<file path="config.mk">
export PLATFORM = sky130hd
export DESIGN_NAME = mu0_core
export DESIGN_NICKNAME = d
export VERILOG_FILES = /design/src/rtl/mu0_core.sv
export SDC_FILE = /design/constraint.sdc
export NUM_CORES = 1
export LEC_CHECK = 0
export CAP_MARGIN = 20
export CORE_ASPECT_RATIO = 2
export CORE_MARGIN = 1
export CORE_UTILIZATION = 30
export CTS_CLUSTER_DIAMETER = 120
export CTS_CLUSTER_SIZE = 10
export DETAILED_ROUTE_END_ITERATION = 8
export PLACE_DENSITY_LB_ADDON = 0.15
export SYNTH_ARGS = -nofsm -noshare
export SYNTH_HDL_FRONTEND = slang
export SYNTH_SLANG_ARGS = --single-unit
</file>
<file path="constraint.sdc">
create_clock -name Clk -period 6.5 [get_ports Clk]
set_input_delay 1.3 -clock Clk [delete_from_list [all_inputs] [get_ports Clk]]
set_output_delay 1.3 -clock Clk [all_outputs]
set_load 0.005 [all_outputs]
</file>
<file path="src/rtl/mu0_core.sv">
// mu0_core: MU0 16-bit accumulator CPU with a 12-bit word address space.
// Every instruction takes two cycles, a FETCH phase followed by an EXEC
// phase. STP halts the core until Reset is asserted.
//
// Ports:
//   Clk       in   1   clock; all state updates on the rising edge
//   Reset     in   1   synchronous, active-high reset
//   Data_in   in   16  memory read data, valid combinationally in the same cycle
//   Rd        out  1   memory read strobe
//   Wr        out  1   memory write strobe; memory stores Data_out at Address on rising Clk
//   Address   out  12  memory word address
//   Data_out  out  16  write data (always ACC)
//   Halted    out  1   high once STP has executed; held until Reset
module mu0_core (
    input  logic        Clk,
    input  logic        Reset,
    input  logic [15:0] Data_in,
    output logic        Rd,
    output logic        Wr,
    output logic [11:0] Address,
    output logic [15:0] Data_out,
    output logic        Halted
);

    localparam logic PH_FETCH = 1'b0;
    localparam logic PH_EXEC  = 1'b1;

    localparam logic [3:0] OP_LDA = 4'h0;
    localparam logic [3:0] OP_STA = 4'h1;
    localparam logic [3:0] OP_ADD = 4'h2;
    localparam logic [3:0] OP_SUB = 4'h3;
    localparam logic [3:0] OP_JMP = 4'h4;
    localparam logic [3:0] OP_JGE = 4'h5;
    localparam logic [3:0] OP_JNE = 4'h6;
    localparam logic [3:0] OP_STP = 4'h7;

    logic [11:0] pc;
    logic [15:0] acc;
    logic [15:0] ir;
    logic        phase;
    logic        halted;

    logic [3:0]  opcode;
    logic [11:0] operand;

    assign opcode  = ir[15:12];
    assign operand = ir[11:0];

    // A halted core sits in EXEC of its STP, so Address keeps showing the
    // STP operand without any extra holding register.
    always_comb begin
        Rd      = 1'b0;
        Wr      = 1'b0;
        Address = (phase == PH_FETCH) ? pc : operand;
        if (!halted) begin
            if (phase == PH_FETCH) begin
                Rd = 1'b1;
            end else begin
                case (opcode)
                    OP_LDA, OP_ADD, OP_SUB: Rd = 1'b1;
                    // Reset gates the write strobe so a store interrupted by
                    // reset never reaches memory on that same edge.
                    OP_STA:                 Wr = !Reset;
                    default:                ;
                endcase
            end
        end
    end

    assign Data_out = acc;
    assign Halted   = halted;

    always_ff @(posedge Clk) begin
        if (Reset) begin
            pc     <= '0;
            acc    <= '0;
            ir     <= '0;
            phase  <= PH_FETCH;
            halted <= 1'b0;
        end else if (!halted) begin
            if (phase == PH_FETCH) begin
                ir    <= Data_in;
                pc    <= pc + 12'd1;
                phase <= PH_EXEC;
            end else begin
                phase <= PH_FETCH;
                case (opcode)
                    OP_LDA: acc <= Data_in;
                    OP_ADD: acc <= acc + Data_in;
                    OP_SUB: acc <= acc - Data_in;
                    OP_JMP: pc  <= operand;
                    OP_JGE: if (!acc[15]) pc <= operand;
                    OP_JNE: if (acc != '0) pc <= operand;
                    OP_STP: begin
                        halted <= 1'b1;
                        phase  <= PH_EXEC;
                    end
                    default: ;
                endcase
            end
        end
    end

endmodule

</file>
==> flow_summary_export.csv <==
group,metric,value,unit
outcome,status,"complete, no violations",
layout,register_area,921,µm²
sta,finalSetupTns,0,ns
power_and_ir_drop,leakage,1.57,nW
clocking,cts.path.max_buffers,2,
power_and_ir_drop,vdd_ir_drop_max,0.0000952,V
sta,clock_skew,0.0106,ns
placed_design,placed_cells,570,
layout,fin_util,38.2,%
floorplan,start_util,30.7,%
detailed_routing,dr.pass1.iters,4,
floorplan,num_rows,53,
global_routing,grt_busiest_layer,"met2",
clocking,cts_hold_buf,0,
floorplan,die_y,148,µm
clocking,path_clk_slew,0.07,ns
synthesis,syn_inst,402,
clocking,cts_tree,"built",
floorplan,die_w,75.2,µm
floorplan,io_pins,49,
sta,worst-slew-pin-transition,1.06,ns
placed_design,hpwl,7440,µm
sta,maxSlewViolCount,0,
layout,fin_area,4000,µm²
placed_design,place_ws,1.84,ns
critical_path,cp-start-kind,"input port",
detailed_routing,ant_nets,0,
layout,fin_nets,477,
clocking,cts-resized-gates,0,
synthesis,synth_largest_type_area_fraction,28.6,%
sta,clock.fmax,228,MHz
floorplan,core,10500,µm²
clocking,clock_latency,0.29,ns
detailed_routing,routed-via-count,3054,
clocking,cts.sinks,46,
global_routing,antenna_found_initial,0,
layout,fin_cells,579,
sta,fin_crit,4.38,ns
synthesis,synth_edf_count,0,
clocking,clk_root_buffer_cell,"clkbuf_16",
detailed_routing,wl_per_cell,16.9,µm
synthesis,yosys-top-cells-area,"dfxtp_1, ha_1, xnor2_1, nand2_1, a22o_1",
power_and_ir_drop,p_per_area,228,nW/µm²
synthesis,netlist_area,3220,µm²
sta,slew_headroom,29.2,%
sta,rsz0062_at_grt,"no",
clocking,h-tree-depth,2,
power_and_ir_drop,total_power,912,µW
global_routing,grt_pass1_wl,15900,µm
floorplan,die_area,11200,µm²
synthesis,syn-mean-instance-area,8.01,µm²
synthesis,yosys.area.top_type,"dfxtp_1",
sta,setup_viol,0,
detailed_routing,drc,0,
synthesis,ys_types,63,
synthesis,seq_area_frac_synth,28.6,%
synthesis,synthArstFlopShare,0,%
layout,antenna_cells,0,
worst_hold_path,hp-class,"flop to flop",
clocking,cts_buffers,5,
critical_path,critPathCaptureType,"flop",
placed_design,port_buffers,48,
global_routing,grt_util_met2,35.7,%
sta,whs,0.478,ns
global_routing,globalRouteMet1Util,20.1,%
synthesis,synth_nets,438,
layout,drive_above_1_share,7.47,%
layout,fill_cells,1138,
layout,area_growth,24.3,%
sta,fin_ws,2.12,ns
global_routing,grt-ovfl-total,0,
global_routing,grt_pass1_vias,3150,
global_routing,globalRouteMet3Util,2.24,%
clocking,post-cts-setup-buffers,0,
layout,multi_input_area,2140,µm²
detailed_routing,wirelength,9770,µm
critical_path,path_class,"input port to flop",
critical_path,worstPathArrival,4.58,ns
synthesis,ys_warn_count,0,
global_routing,grt_max_degree,40,
flow_run,max_cap_viol_count,0,
critical_path,cp.required,6.69,ns
placed_design,placed_area,3790,µm²
synthesis,synth_seq_cells,46,
sta,hold_violations,0,
critical_path,crit_fanout,7,
global_routing,gr-usage-all-layers,18.8,%
detailed_routing,drt_iter0_markers,113,
placed_design,globalplace.congestion,0.833,
sta,fin_crit_sh,67.4,%
synthesis,synth_common_cells,"dfxtp_1, nand2_1, nor2_1",
synthesis,synth-main-ff-cell,"dfxtp_1",
detailed_routing,viasPerCell,5.27,
[flip-flops by register name (all words and copies together) (netlist names)]
register,flops
ir,16
Halted,1
phase,1
pc,12
Data_out,16
[layout make-up]
| cell class | instances | area share [%] |
|---|---|---|
| inverters | 13 | 1.28 |
| repair buffers | 53 | 13.0 |
| flip-flops and latches | 46 | 23.0 |
| clock buffers | 6 | 3.47 |
| well taps | 137 | 4.29 |
| multi-input cells | 322 | 53.5 |
| clock inverters | 2 | 1.50 |
[logic make-up (layout without fill, tap and decap cells)]
group,Yosys count,count (layout),synth area share [%]
buf+inv,34,74,4.94
flops,46,46,28.6
xor+xnor,28,28,7.62
compound gates,127,127,27.1
fa+ha+maj,18,18,7.23
simple gates,141,141,21.7
mux,8,8,2.80
[placed cells by master (no fill, tap or decap), types with 3 or more instances in the layout]
master / count
a41oi_1: 3
and2_1: 4
mux2i_1: 3
nor4_1: 7
a21oi_1: 29
xnor2_1: 20
ha_1: 17
nor3_1: 8
o211ai_1: 4
o31ai_1: 3
mux2_2: 4
buf_4: 5
dfxtp_1: 46
a22oi_1: 6
inv_1: 11
clkbuf_16: 5
clkdlybuf4s50_1: 48
nand2_1: 46
a311oi_1: 10
nand2b_1: 9
a22o_1: 17
nor2_1: 39
nand3_1: 6
and3_1: 7
o21ai_0: 17
nor2b_1: 3
o21ai_1: 10
xor2_1: 8
a211oi_1: 3
a31oi_1: 4
[power breakdown]
group          total [mW]  leakage, nW  switching (mW)  internal [mW]
clock               0.345       0.0971           0.114          0.231
sequential          0.326        0.378          0.0243          0.302
combinational       0.241         1.09           0.127          0.113
total               0.912         1.57           0.265          0.646
[per-layer routing]
layer | part of all wire [%] | vias up
met5 | 0 | -
met1 | 38 | 1433
met2 | 57 | 58
met3 | 2.8 | 17
li1 | - | 1546
met4 | 2.3 | 0
[worst max-delay path: stages]
cell and delay, ns:
clkdlybuf4s50_1 0.56, or4_4 0.57, nor3_4 0.18, a21oi_1 0.11, xnor2_1 0.15, ha_1 0.35, and2_1 0.21, o221ai_1 0.22
a31oi_2 0.32, a21boi_1 0.12, xor2_1 0.16, a311oi_1 0.31
[worst paths after layout]
kind | startpoint | to | slack [ns] | cells past startpoint
worst min-delay path | ir[9]$_SDFFE_PP0P_ | ir[9]$_SDFFE_PP0P_ | 0.48 | 1
worst max-delay path | Data_in[2] | Data_out[13]$_SDFFE_PP0P_ | 2.12 | 12
worst max register to register | ir[15]$_SDFFE_PP0P_ | Data_out[13]$_SDFFE_PP0P_ | 3.11 | 12
worst min register to register | ir[9]$_SDFFE_PP0P_ | ir[9]$_SDFFE_PP0P_ | 0.48 | 1
Note: power is estimated with default switching activity, not from simulation.
